## src/rtl/uart_cmd_pkg.sv

```systemverilog
// Shared types and constants for the UART ASCII command decoder.
// Optional echo state is present only when UART_CMD_ECHO_EN is defined.
package uart_cmd_pkg;

    typedef enum logic [2:0] {
        ST_IDLE,
        ST_FETCH,
`ifdef UART_CMD_ECHO_EN
        ST_ECHO,
`endif
        ST_PARSE,
        ST_RESP,
        ST_QUERY
    } state_t;

    typedef enum logic [1:0] {
        PEND_NONE,
        PEND_SET,
        PEND_CLR,
        PEND_TGL
    } pend_t;

    localparam logic [7:0] ASCII_S     = 8'h53;
    localparam logic [7:0] ASCII_C     = 8'h43;
    localparam logic [7:0] ASCII_T     = 8'h54;
    localparam logic [7:0] ASCII_Z     = 8'h5A;
    localparam logic [7:0] ASCII_F     = 8'h46;
    localparam logic [7:0] ASCII_QMARK = 8'h3F;
    localparam logic [7:0] ASCII_K     = 8'h4B;
    localparam logic [7:0] ASCII_E     = 8'h45;
    localparam logic [7:0] ASCII_SP    = 8'h20;
    localparam logic [7:0] ASCII_CR    = 8'h0D;
    localparam logic [7:0] ASCII_LF    = 8'h0A;

    function automatic int hex_digits(input int n);
        return (n + 3) / 4;
    endfunction

    function automatic logic [7:0] to_upper(input logic [7:0] c);
        return (c >= 8'h61 && c <= 8'h7A) ? c - 8'h20 : c;
    endfunction

    function automatic logic is_space(input logic [7:0] c);
        return (c == ASCII_SP) || (c == ASCII_CR) || (c == ASCII_LF);
    endfunction

endpackage

```

## src/rtl/uart_cmd_hex.sv

```systemverilog
// Hex helpers: ASCII hex digit to nibble (with valid flag) and nibble to
// uppercase ASCII. Purely combinational.
module uart_cmd_hex (
    input  logic [7:0] ascii_in,
    output logic [3:0] nib_out,
    output logic       nib_valid,
    input  logic [3:0] nib_in,
    output logic [7:0] ascii_out
);

    always_comb begin
        nib_out   = 4'h0;
        nib_valid = 1'b0;
        if (ascii_in >= 8'h30 && ascii_in <= 8'h39) begin
            nib_out   = ascii_in[3:0];
            nib_valid = 1'b1;
        end else if ((ascii_in >= 8'h41 && ascii_in <= 8'h46) ||
                     (ascii_in >= 8'h61 && ascii_in <= 8'h66)) begin
            // Low nibble of 'A'/'a' is 1, so add 9 to reach 10.
            nib_out   = ascii_in[3:0] + 4'd9;
            nib_valid = 1'b1;
        end
    end

    assign ascii_out = (nib_in < 4'd10) ? {4'h3, nib_in} : (8'h37 + {4'h0, nib_in});

endmodule

```

## src/rtl/uart_cmd_decoder.sv

```systemverilog
// ASCII command decoder between RX/TX FIFOs and NUM_OUT output bits.
// Define UART_CMD_ECHO_EN to echo every popped byte before parsing it.
module uart_cmd_decoder
    import uart_cmd_pkg::*;
#(
    parameter int                 NUM_OUT     = 10,
    parameter logic [NUM_OUT-1:0] RESET_VALUE = '0
) (
    input  logic               clk,
    input  logic               reset_n,
    input  logic               rdempty,
    input  logic [7:0]         readdata,
    output logic               read,
    input  logic               wrfull,
    output logic               write,
    output logic [7:0]         writedata,
    output logic [NUM_OUT-1:0] out,
    output logic               cmd_done
);

    localparam int         HEX_DIGITS = hex_digits(NUM_OUT);
    localparam logic [1:0] TOP_DIGIT  = 2'(HEX_DIGITS - 1);

    state_t             state_reg;
    pend_t              pend_reg;
    logic [7:0]         rx_byte_reg;
    logic [7:0]         writedata_reg;
    logic               tx_valid_reg;
    logic               read_reg;
    logic [NUM_OUT-1:0] out_reg;
    logic [1:0]         digit_idx_reg;

    logic [3:0]         arg_nib;
    logic               arg_valid;
    logic               arg_in_range;
    logic [1:0]         digit_sel;
    logic [15:0]        out_pad;
    logic [7:0]         digit_ascii;
    logic [7:0]         rx_upper;
    logic [NUM_OUT-1:0] bit_mask;

    // In PARSE the first (MSB) digit is staged; in QUERY the next lower one.
    assign digit_sel = (state_reg == ST_QUERY) ? digit_idx_reg - 2'd1 : TOP_DIGIT;
    assign out_pad   = 16'(out_reg);
    assign rx_upper  = to_upper(rx_byte_reg);

    uart_cmd_hex u_hex (
        .ascii_in  (rx_byte_reg),
        .nib_out   (arg_nib),
        .nib_valid (arg_valid),
        .nib_in    (out_pad[{digit_sel, 2'b00} +: 4]),
        .ascii_out (digit_ascii)
    );

    generate
        for (genvar gi = 0; gi < NUM_OUT; gi++) begin : g_mask
            assign bit_mask[gi] = (arg_nib == 4'(gi));
        end
    endgenerate

    assign arg_in_range = arg_valid && (int'(arg_nib) < NUM_OUT);

    // TX handshake is gated by wrfull so a stalled byte is never pushed.
    assign write     = tx_valid_reg && !wrfull;
    assign writedata = writedata_reg;
    assign read      = read_reg;
    assign out       = out_reg;
    assign cmd_done  = (state_reg == ST_RESP) && write;

    always_ff @(posedge clk or negedge reset_n) begin
        if (!reset_n) begin
            state_reg     <= ST_IDLE;
            pend_reg      <= PEND_NONE;
            rx_byte_reg   <= 8'h00;
            writedata_reg <= 8'h00;
            tx_valid_reg  <= 1'b0;
            read_reg      <= 1'b0;
            out_reg       <= RESET_VALUE;
            digit_idx_reg <= 2'd0;
        end else begin
            case (state_reg)
                ST_IDLE: begin
                    if (!rdempty) begin
                        read_reg  <= 1'b1;
                        state_reg <= ST_FETCH;
                    end
                end
                ST_FETCH: begin
                    read_reg    <= 1'b0;
                    rx_byte_reg <= readdata;
`ifdef UART_CMD_ECHO_EN
                    writedata_reg <= readdata;
                    tx_valid_reg  <= 1'b1;
                    state_reg     <= ST_ECHO;
`else
                    state_reg     <= ST_PARSE;
`endif
                end
`ifdef UART_CMD_ECHO_EN
                ST_ECHO: begin
                    if (!wrfull) begin
                        tx_valid_reg <= 1'b0;
                        state_reg    <= ST_PARSE;
                    end
                end
`endif
                ST_PARSE: begin
                    if (is_space(rx_byte_reg)) begin
                        state_reg <= ST_IDLE;
                    end else if (pend_reg != PEND_NONE) begin
                        pend_reg     <= PEND_NONE;
                        tx_valid_reg <= 1'b1;
                        state_reg    <= ST_RESP;
                        if (arg_in_range) begin
                            writedata_reg <= ASCII_K;
                            case (pend_reg)
                                PEND_SET: out_reg <= out_reg | bit_mask;
                                PEND_CLR: out_reg <= out_reg & ~bit_mask;
                                default:  out_reg <= out_reg ^ bit_mask;
                            endcase
                        end else begin
                            writedata_reg <= ASCII_E;
                        end
                    end else begin
                        case (rx_upper)
                            ASCII_S: begin pend_reg <= PEND_SET; state_reg <= ST_IDLE; end
                            ASCII_C: begin pend_reg <= PEND_CLR; state_reg <= ST_IDLE; end
                            ASCII_T: begin pend_reg <= PEND_TGL; state_reg <= ST_IDLE; end
                            ASCII_Z: begin
                                out_reg       <= '0;
                                writedata_reg <= ASCII_K;
                                tx_valid_reg  <= 1'b1;
                                state_reg     <= ST_RESP;
                            end
                            ASCII_F: begin
                                out_reg       <= '1;
                                writedata_reg <= ASCII_K;
                                tx_valid_reg  <= 1'b1;
                                state_reg     <= ST_RESP;
                            end
                            ASCII_QMARK: begin
                                digit_idx_reg <= TOP_DIGIT;
                                writedata_reg <= digit_ascii;
                                tx_valid_reg  <= 1'b1;
                                state_reg     <= ST_QUERY;
                            end
                            default: begin
                                writedata_reg <= ASCII_E;
                                tx_valid_reg  <= 1'b1;
                                state_reg     <= ST_RESP;
                            end
                        endcase
                    end
                end
                ST_RESP: begin
                    if (!wrfull) begin
                        tx_valid_reg <= 1'b0;
                        state_reg    <= ST_IDLE;
                    end
                end
                ST_QUERY: begin
                    if (!wrfull) begin
                        if (digit_idx_reg == 2'd0) begin
                            writedata_reg <= ASCII_K;
                            state_reg     <= ST_RESP;
                        end else begin
                            digit_idx_reg <= digit_idx_reg - 2'd1;
                            writedata_reg <= digit_ascii;
                        end
                    end
                end
                default: begin
                    tx_valid_reg <= 1'b0;
                    state_reg    <= ST_IDLE;
                end
            endcase
        end
    end

endmodule

```

## config.mk

```make
export PLATFORM = sky130hd
export DESIGN_NAME = uart_cmd_decoder
export DESIGN_NICKNAME = d
export VERILOG_FILES = /design/src/rtl/uart_cmd_pkg.sv /design/src/rtl/uart_cmd_hex.sv /design/src/rtl/uart_cmd_decoder.sv
export SDC_FILE = /design/constraint.sdc
export NUM_CORES = 1
export LEC_CHECK = 0
export CAP_MARGIN = 20
export CORE_MARGIN = 3
export CORE_UTILIZATION = 30
export DETAILED_ROUTE_END_ITERATION = 16
export GPL_TIMING_DRIVEN = 0
export SLEW_MARGIN = 20
export SYNTH_ARGS = -nofsm -noshare
export SYNTH_HDL_FRONTEND = slang
export SYNTH_HIERARCHICAL = 1
export SYNTH_SLANG_ARGS = --single-unit
```

## constraint.sdc

```tcl
create_clock -name clk -period 2.5 [get_ports clk]
set_input_delay 0.25 -clock clk [delete_from_list [all_inputs] [get_ports clk]]
set_output_delay 0.25 -clock clk [all_outputs]
set_load 0.1 [all_outputs]
```

# Yosys cells after proc, flatten, opt, wreduce, memory -nomap -nowiden
# Index checks and enable logic that the tools add are counted.
[op_classes] n_shift=1 n_reduce_logical=29 muxes=41 addsub=4 order_cmp=9 n_bitwise=6 eq_ne=34
[ops] operator="$mux 8" count=6
[ops] operator="$eq 8x7->1 const B" count=5
[ops] operator="$pmux 10 s2" count=2
[ops] operator="$le 8x7->1 const B" count=3
[ops] operator="$pmux 8 s3" count=1
[ops] operator="$mux 10" count=2
[ops] operator="$mux 3" count=6
[ops] operator="$eq 4x3->1 const B" count=4
[ops] operator="$eq 8x4->1 const B" count=2
[ops] operator="$eq 8x6->1 const B" count=2
[ops] operator="$ge 8x7->1 const B" count=2
[ops] operator="$ne 2x2->1 const B" count=8
[ops] operator="$pmux 8 s2" count=1
[ops] operator="$reduce_and 4->1" count=4
[ops] operator="$shiftx 16x5->4" count=1
[ops] operator="$pmux 3 s5" count=1
[ops] operator="$mux 2" count=7
[ops] operator="$mux 4" count=3
[ops] operator="$and 10x10->10" count=1
[ops] operator="$not 10->10" count=1
[ops] operator="$or 10x10->10" count=1
[ops] operator="$xor 10x10->10" count=1
[ops] operator="$eq 4x2->1 const B" count=2
[ops] operator="$eq 4x4->1 const B" count=2
[ops] operator="other kinds (36)" count=56
[word_totals] out_inout_bits=21 regBits=35 inputBits=12 elab_cells=132

# Longest topological paths before layout
# Gate-level depths: netlist of the first run.
[logic_depth] ltp_word=11 depth_mapped=14 depth_no_buf=13

# By module
# The synthesis of the first run kept the hierarchy.
[modules_own_cells] module="uart_cmd_decoder" seq_area_each_um2=875.8 cells_each=268 area_per_inst_um2=2528.7 n_inst=1
[modules_own_cells] module="uart_cmd_hex" seq_area_each_um2=0.0 cells_each=42 area_per_inst_um2=286.5 n_inst=1

# Least setup slack after synthesis of the first run
# OpenSTA, ideal clock, no wires.
[synth_timing] kind="reg-to-reg" start="reg rx_byte_reg[7]" end="reg out_reg[7] (netlist: out[7])" setup_ns=0.066 required_ns=2.434 n_path_buf=0 slack_ns=0.091 stages_incl_launch_ff=10 period_less_slack_ns=2.409 arrival_ns=2.343 path_cell_list="dfrtp_1 > or4b_4 > a21oi_4 > a22o_1 > nor2b_1 > nand3_1 > ha_1 > nand2b_1 > a311oi_1 > o22a_2"
[synth_between] elab_chain_cells=11 word_cells_on_any_way=40 classes_between="1 x add/sub; 8 x order compare; 7 x eq/ne; 9 x mux; 5 x bitwise; 10 x reduce/logical"
[synth_rtl] element="start: declaration" line="uart_cmd_decoder.sv:26" source="logic [7:0] rx_byte_reg;"
[synth_rtl] element="start signal: assignment" line="uart_cmd_decoder.sv:90" source="rx_byte_reg <= readdata;"
[synth_rtl] element="$ge 8x7->1, or another cell as far along" line="uart_cmd_hex.sv:17" source="end else if ((ascii_in >= 8'h41 && ascii_in <= 8'h46) ||"
[synth_rtl] element="$logic_and 1x1->1 (on tied branches)" line="uart_cmd_hex.sv:17, uart_cmd_hex.sv:18"
[synth_rtl] element="$logic_or 1x1->1" line="uart_cmd_hex.sv:17"
[synth_rtl] element="$mux 4" line="uart_cmd_hex.sv:17"
[synth_rtl] element="$mux 4 (*)" line="uart_cmd_hex.sv:14" source="if (ascii_in >= 8'h30 && ascii_in <= 8'h39) begin"
[synth_rtl] element="net arg_nib[2]" line="uart_cmd_decoder.sv:33" source="logic [3:0] arg_nib;"
[synth_rtl] element="$eq 4x3->1" line="uart_cmd_decoder.sv:57" source="assign bit_mask[gi] = (arg_nib == 4'(gi));"
[synth_rtl] element="$not 10->10" line="uart_cmd_decoder.sv:118" source="PEND_CLR: out_reg <= out_reg & ~bit_mask;"
[synth_rtl] element="$and 10x10->10" line="uart_cmd_decoder.sv:118"
[synth_rtl] element="$pmux 10 s2" line="uart_cmd_decoder.sv:116" source="case (pend_reg)"
[synth_rtl] element="$mux 10" line="uart_cmd_decoder.sv:114" source="if (arg_in_range) begin"
[synth_rtl] element="$mux 10" line="uart_cmd_decoder.sv:110" source="end else if (pend_reg != PEND_NONE) begin"
[synth_rtl] element="end signal: assignment" line="uart_cmd_decoder.sv:117" source="PEND_SET: out_reg <= out_reg | bit_mask;"
[synth_rtl] element="end signal: assignment" line="uart_cmd_decoder.sv:118"
[synth_rtl] element="end signal: assignment" line="uart_cmd_decoder.sv:119" source="default: out_reg <= out_reg ^ bit_mask;"
[synth_rtl] element="end: declaration" line="uart_cmd_decoder.sv:30" source="logic [NUM_OUT-1:0] out_reg;"
# Mark *: on every way through the listed nets, which the timed path passes. The rest lies on a longest branch. The select of a mux whose other input is x is not followed.
# A chain may end at the register's enable or synchronous reset.

# Worst setup path in the final report of the first run
[layout_timing] start="reg rx_byte_reg[4]" end="reg out_reg[2] (netlist: out[2])"
[layout_between] elab_chain_cells=11 word_cells_on_any_way=40 classes_between="1 x add/sub; 8 x order compare; 7 x eq/ne; 9 x mux; 5 x bitwise; 10 x reduce/logical"
[layout_rtl] element="$ge 8x7->1, or another cell as far along" line="uart_cmd_hex.sv:17"
[layout_rtl] element="$logic_and 1x1->1 (on tied branches)" line="uart_cmd_hex.sv:17, uart_cmd_hex.sv:18"
[layout_rtl] element="$logic_or 1x1->1" line="uart_cmd_hex.sv:17"
[layout_rtl] element="$mux 4" line="uart_cmd_hex.sv:17"
[layout_rtl] element="$mux 4 (*)" line="uart_cmd_hex.sv:14"
[layout_rtl] element="net arg_nib[1]" line="uart_cmd_decoder.sv:33"
[layout_rtl] element="$eq 4x2->1" line="uart_cmd_decoder.sv:57"
[layout_rtl] element="$not 10->10" line="uart_cmd_decoder.sv:118"
[layout_rtl] element="$and 10x10->10" line="uart_cmd_decoder.sv:118"
[layout_rtl] element="$pmux 10 s2" line="uart_cmd_decoder.sv:116"
[layout_rtl] element="$mux 10" line="uart_cmd_decoder.sv:114"
[layout_rtl] element="$mux 10" line="uart_cmd_decoder.sv:110"
# Marked as above.

==> results of run 1 <==
[layout make-up]
type / instances / share of cell area
flip-flops and latches: 35 / 0.240
clock buffers: 8 / 0.0272
well taps: 108 / 0.0367
plain buffers: 10 / 0.0177
inverters: 24 / 0.0245
repair buffers: 47 / 0.123
multi-input cells: 240 / 0.531
[worst max-delay path by stage]
stage	startpoint	end	slack (ps)	depth (start not counted)
6_report	rx_byte_reg[4]	out[2]	-60	10
3_3_place_gp	rx_byte_reg[7]	out[7]	-160	9
4_1_cts	rx_byte_reg[4]	out[5]	-20	9
3_5_place_dp	rx_byte_reg[0]	out[5]	-190	11
5_1_grt	rx_byte_reg[0]	out[0]	-180	11
2_1_floorplan	rx_byte_reg[7]	out[7]	90	9
[through the flow]
stage	hold slack, ps	util	power, W	setup TNS (ps)	setup slack (ps)
6_report	432	0.412	0.00509	-120	-56.5
5_1_grt	467	0.412	0.00549	-1270	-179
4_1_cts	438	0.396	0.00492	-58.6	-19.1
3_5_place_dp	230	0.369	0.00424	-1750	-188
3_3_place_gp	473	0.366	0.00416	-1300	-155
2_1_floorplan	-45.6	-	0.00352	0	91.1
[layer usage]
metal / vias up / track usage / wire [µm]
met5: - / 0 / 0
met4: 0 / 0.0319 / 74
met3: 6 / 0.0250 / 277
met2: 54 / 0.232 / 3480
met1: 1192 / 0.177 / 3220
li1: 1207 / - / -
[power groups by stage]
| stage | Sequential (W) | Combinational (W) | Clock (W) |
|---|---|---|---|
| after floorplan | 0.00190 | 0.00162 | 0 |
| after global placement | 0.00111 | 0.00306 | 0 |
| after detailed placement | 0.00112 | 0.00312 | 0 |
| after CTS | 0.00109 | 0.00335 | 0.000481 |
| after global routing | 0.00113 | 0.00386 | 0.000498 |
| final | 0.00109 | 0.00354 | 0.000466 |
[timing repair]
| item | in CTS | in global routing |
|---|---|---|
| hold endpoints to repair | 16 | 0 |
| hold buffers | 1 | 0 |
| pin swaps | 10 | 11 |
| setup endpoints to repair | 14 | 15 |
| gates resized for setup | 27 | 22 |
| buffers inserted | 4 | 9 |
[logic make-up (layout without fill, tap and decap cells)]
logic type                 after synthesis  in the layout  synth area share
and+or+nand+nor                        122            122             0.235
AOI/OAI and AO/OA                       72             72             0.205
DFF                                     35             35             0.311
buffers and inverters                   35             89            0.0564
adders and majority gates               30             30             0.133
muxes                                   14             14            0.0551
other                                    1              1           0.00133
xor gates and xnor gates                 1              1           0.00311
[worst max-delay path, delay by kind of cell, from the launching register on]
kind	cells	cell delay (ps)
AO/OA/AOI/OAI	4	840
adder cells (fa/ha/maj)	1	170
flip-flops	1	400
buffers and inverters	1	140
AND/OR/NAND/NOR	4	900
[cell usage in the layout, fill, tap and decap left out, drive strengths merged, types with 12 or more instances in the layout]
cell,Yosys,routed
nand2,40,40
dfrtp,35,35
nor2,31,31
clkdlybuf4s50,0,30
ha,30,30
inv,24,24
buf,6,21
o21ai,16,16
nand2b,14,14
clkbuf,5,12
==> key figures, run 1 <==
Outcome
  • Status: finished with violations
  • Failing checks: negative setup slack

Global route
  • Remaining global-route overflow: 0
  • Largest net degree at the start of global routing: 20
  • Global-route wire length before repair: 11500 µm
  • Initial antenna violation count: 0
  • Vias in the first global route: 2429
  • Total track usage: 0.135

Synthesis
  • Register area share after synthesis: 0.311
  • Post-synthesis register bit count: 35
  • Syn avg cell area: 9.08 µm²
  • Post-synth top cells: nand2_1 (40), dfrtp_1 (35), ha_1 (30)
  • Post-synth top area share: 0.311
  • Synthesized Nets: 352
  • Post-synthesis instance total: 310
  • Synth warn: 6
  • EDFF count, synth: 0
  • Area leader, netlist: dfrtp_1
  • Unique masters post-synth: 63
  • Top post-synthesis cells by area: dfrtp_1 (31%), ha_1 (13%), nand2_1 (5.3%)
  • Synth Flop Type: dfrtp_1
  • Syn Std Cell Area: 2820 µm²
  • Most frequent cell after synthesis: nand2_1
  • Post-synth ARST share: 1.00

STA
  • Final Hold Fails: 0
  • Setup-failing EPs final: 5
  • RSZ-0062 raised after global routing: true
  • F_max: 391 MHz
  • Worst Tran Pin Value: 975 ps
  • Slew headroom: 0.348
  • Period utilization: 1.02
  • Clk_skew: 6.76 ps
  • Fin crit period: 2560 ps
  • Worst setup margin: -56.5 ps
  • Fin. max-slew vios: 0

Pwr
  • Comb pwr share: 0.695
  • Clock power frac: 0.092
  • P_sw: 0.00273 W
  • Worst vdd ir: 0.840 mV
  • Pleak: 1.50 nW
  • Part of the power in registers: 0.213
  • Sw Ratio: 0.537
  • Pwr Density: 1380 nW/µm²
  • Internal Power: 0.00236 W

Cells and area
  • Area of the multi-input gates: 1950 µm²
  • Area growth, synth to finish: 30.7%
  • Number of diodes: 0
  • Fraction of layout cells with a size suffix above 1: 0.283
  • Fin area: 3680 µm²
  • Max FFs per register: 10
  • Fillers: 896
  • Nets@finish: 405
  • Register area: 882 µm²
  • Cell Count, Final, Fillers Out: 472

Clock tree
  • Htree depth: 2
  • Clk sink count: 35
  • Clock Pin Slew Worst Setup and Hold Paths: 70 ps
  • Worst-Skew Late Latency: 290 ps
  • Number of buffers created by CTS: 5
  • CTS tree: built
  • Clock root buffer: clkbuf_8
  • Maximum clock insertion buffer count: 2

Detailed routing
  • Remaining antenna violation count: 0
  • Vias/cell: 5.21
  • DRC viols: 0
  • Detailed Route WL: 7050 µm
  • Vias: 2459
  • WL/cell: 14.9 µm
  • DRT iter0 DRCs: 106
  • Drt pass-1 iters: 4

Placed design
  • PortBufs: 32
  • Gpl congestion: 0.861
  • Placed instance area: 3290 µm²
  • Placed insts: 451
  • Detailed placer's ending HPWL: 5020 µm

Floorplanning
  • # IOs: 33
  • Starting Density: 0.315
  • Die width: 103 µm
  • Core ar.: 8930 µm²
  • Die ar.: 10600 µm²
  • Rows: 34
  • Die Ht: 103 µm

Critical path
  • Worst Reg2Reg Path Length in Cells: 10
  • Required time of the worst setup path: 2680 ps
  • Critical-path top delay cell: or4b_4
  • Crit-path cells: or4b_4, a21oi_4, a32o_2, nor2b_4, nand2_2, buf_4, ha_1, nand2_1, a311oi_2, o22a_2
  • Slowest stage delay, CP: 550 ps
  • Max Fanout on Critical Path: 6
  • CP arrival: 2740 ps
  • Worst Setup End Kind: flip-flop
  • Startpoint types: flip-flop
  • Reg2Reg Setup Slack: -60 ps
  • CP Class: flip-flop to flip-flop
  • Reg-to-Reg End: out[2]
  • Reg-to-reg startpoint: rx_byte_reg[4]

Run
  • Maxcap violations: 0

Worst hold path
  • Hold crit path type: primary input to async pin
Power figures use the tool's default switching activity.
==> inputs of run 2 (changes only) <==
Settings changed: SLEW_MARGIN 20 to default.
==> key figures, run 2 (same netlist as run 1, synthesis figures left out) <==
Cells and area
  • Number of diodes: 0
  • Area growth, synth to finish: 29.5%
  • Most common library cell in the layout ignoring fill and taps: nand2_1
  • Fillers: 888
  • Fraction of layout cells with a size suffix above 1: 0.283
  • Fin area: 3640 µm²
  • Max FFs per register: 10
  • Most frequent cells in the layout: nand2_1 (37), dfrtp_1 (30), clkdlybuf4s50_1 (30), ha_1 (27), nor2_1 (25)
  • Nets@finish: 402

Floorplanning
  • Die ar.: 10600 µm²
  • Die Ht: 103 µm
  • Core ar.: 8930 µm²
  • # IOs: 33
  • Starting Density: 0.315
  • Rows: 34
  • Die width: 103 µm

Placed design
  • Placed instance area: 3270 µm²
  • Gpl congestion: 0.861
  • Detailed placer's ending HPWL: 4900 µm
  • PortBufs: 32

Outcome
  • Status: finished with violations
  • Failing checks: negative setup slack

Critical path
  • Buf/Inv on CP: 0
  • Largest delay share family, worst path: simple AND/OR/NAND/NOR gates
  • CP Class: flip-flop to flip-flop
  • Slowest stage delay, CP: 550 ps
  • Max Fanout on Critical Path: 5
  • Startpoint types: flip-flop
  • Critical-path top delay cell: or4b_4
  • Required time of the worst setup path: 2730 ps
  • Crit-path cells: or4b_4, a21oi_4, a32o_2, nor2b_4, nand2_1, ha_1, nand2b_1, a311oi_2, o22a_2
  • Worst Setup End Kind: flip-flop
  • CP arrival: 2740 ps

STA
  • Setup-failing EPs final: 4
  • RSZ-0062 raised after global routing: true
  • Worst Tran Pin Value: 989 ps
  • Worst setup margin: -14.7 ps
  • Fin crit period: 2510 ps
  • Final Hold Fails: 0
  • Clk_skew: 12.8 ps
  • F_max: 398 MHz
  • Fin. max-slew vios: 0
  • Min Hold Slack: 42.6 ps
  • Setup TNS: -30.7 ps
  • Period utilization: 1.01
  • Slew headroom: 0.339

Run
  • Maxcap violations: 0

Global route
  • Vias in the first global route: 2442
  • Total track usage: 0.134
  • Initial antenna violation count: 0
  • Remaining global-route overflow: 0
  • Global-route wire length before repair: 11300 µm
  • Largest net degree at the start of global routing: 36

Clock tree
  • Number of buffers created by CTS: 5
  • Htree depth: 2
  • Clk sink count: 35
  • Maximum clock insertion buffer count: 2
  • CTS tree: built
  • Clock Pin Slew Worst Setup and Hold Paths: 80 ps
  • Worst-Skew Late Latency: 290 ps
  • Clock root buffer: clkbuf_8

Detailed routing
  • Detailed Route WL: 6870 µm
  • WL/cell: 14.7 µm
  • Remaining antenna violation count: 0
  • DRC viols: 0
  • Drt pass-1 iters: 4
  • Vias/cell: 5.18
  • DRT iter0 DRCs: 94
  • Vias: 2425

Worst hold path
  • Hold crit path type: primary input to async pin
run 2: cell type report:
| cell class | instances | area [µm²] | area share |
|---|---|---|---|
| inverters | 24 | 90.1 | 0.0247 |
| flip-flops and latches | 35 | 882 | 0.242 |
| well taps | 108 | 135 | 0.0371 |
| repair buffers | 44 | 424 | 0.116 |
| plain buffers | 10 | 65.1 | 0.0179 |
| clock buffers | 6 | 82.6 | 0.0227 |
| clock inverters | 1 | 5.00 | 0.00137 |
| multi-input cells | 240 | 1960 | 0.538 |
run 2: worst paths after layout:
| check | endpoint | slack, ps | start | depth (start not counted) |
|---|---|---|---|---|
| max reg2reg | out[6] | -10 | rx_byte_reg[7] | 9 |
| min in group clk | writedata[6] | 490 | writedata[6] | 1 |
| min reg2reg | writedata[6] | 490 | writedata[6] | 1 |
| max in group asynchronous | rx_byte_reg[0] | 1860 | reset_n | 1 |
| max | out[6] | -10 | rx_byte_reg[7] | 9 |
| min | out[0] | 40 | reset_n | 1 |
run 2: timing repair:
action	CTS	global route
setup buffers	7	5
resized for setup	15	38
hold buffers	0	0
endpoints found under the setup margin	15	15
pin swaps	4	15
run 2: per-stage QoR:
stage	instances	setup slack [ps]	util
after floorplan	310	91.1	-
after global placement	450	-155	0.366
after detailed placement	450	-215	0.366
after CTS	463	-23.9	0.386
after global routing	468	-129	0.408
final	468	-14.7	0.408
run 2: worst register-to-register path: cells and delay by family (launching register included):
kind / cells / cell delay, ps
simple gates: 4 / 960
compound gates: 4 / 900
flops: 1 / 420
fa+ha+maj: 1 / 190
run 2: metal layers:
| layer | track usage | up-vias | part of all wire |
|---|---|---|---|
| li1 | - | 1195 | - |
| met1 | 0.175 | 1187 | 0.49 |
| met2 | 0.221 | 35 | 0.46 |
| met3 | 0.0291 | 8 | 0.032 |
| met4 | 0.0428 | 0 | 0.015 |
| met5 | 0 | - | 0 |
Power of run 2 is not shown: default switching activity piles up to over one toggle a cycle in this logic, so the estimate is an artifact.
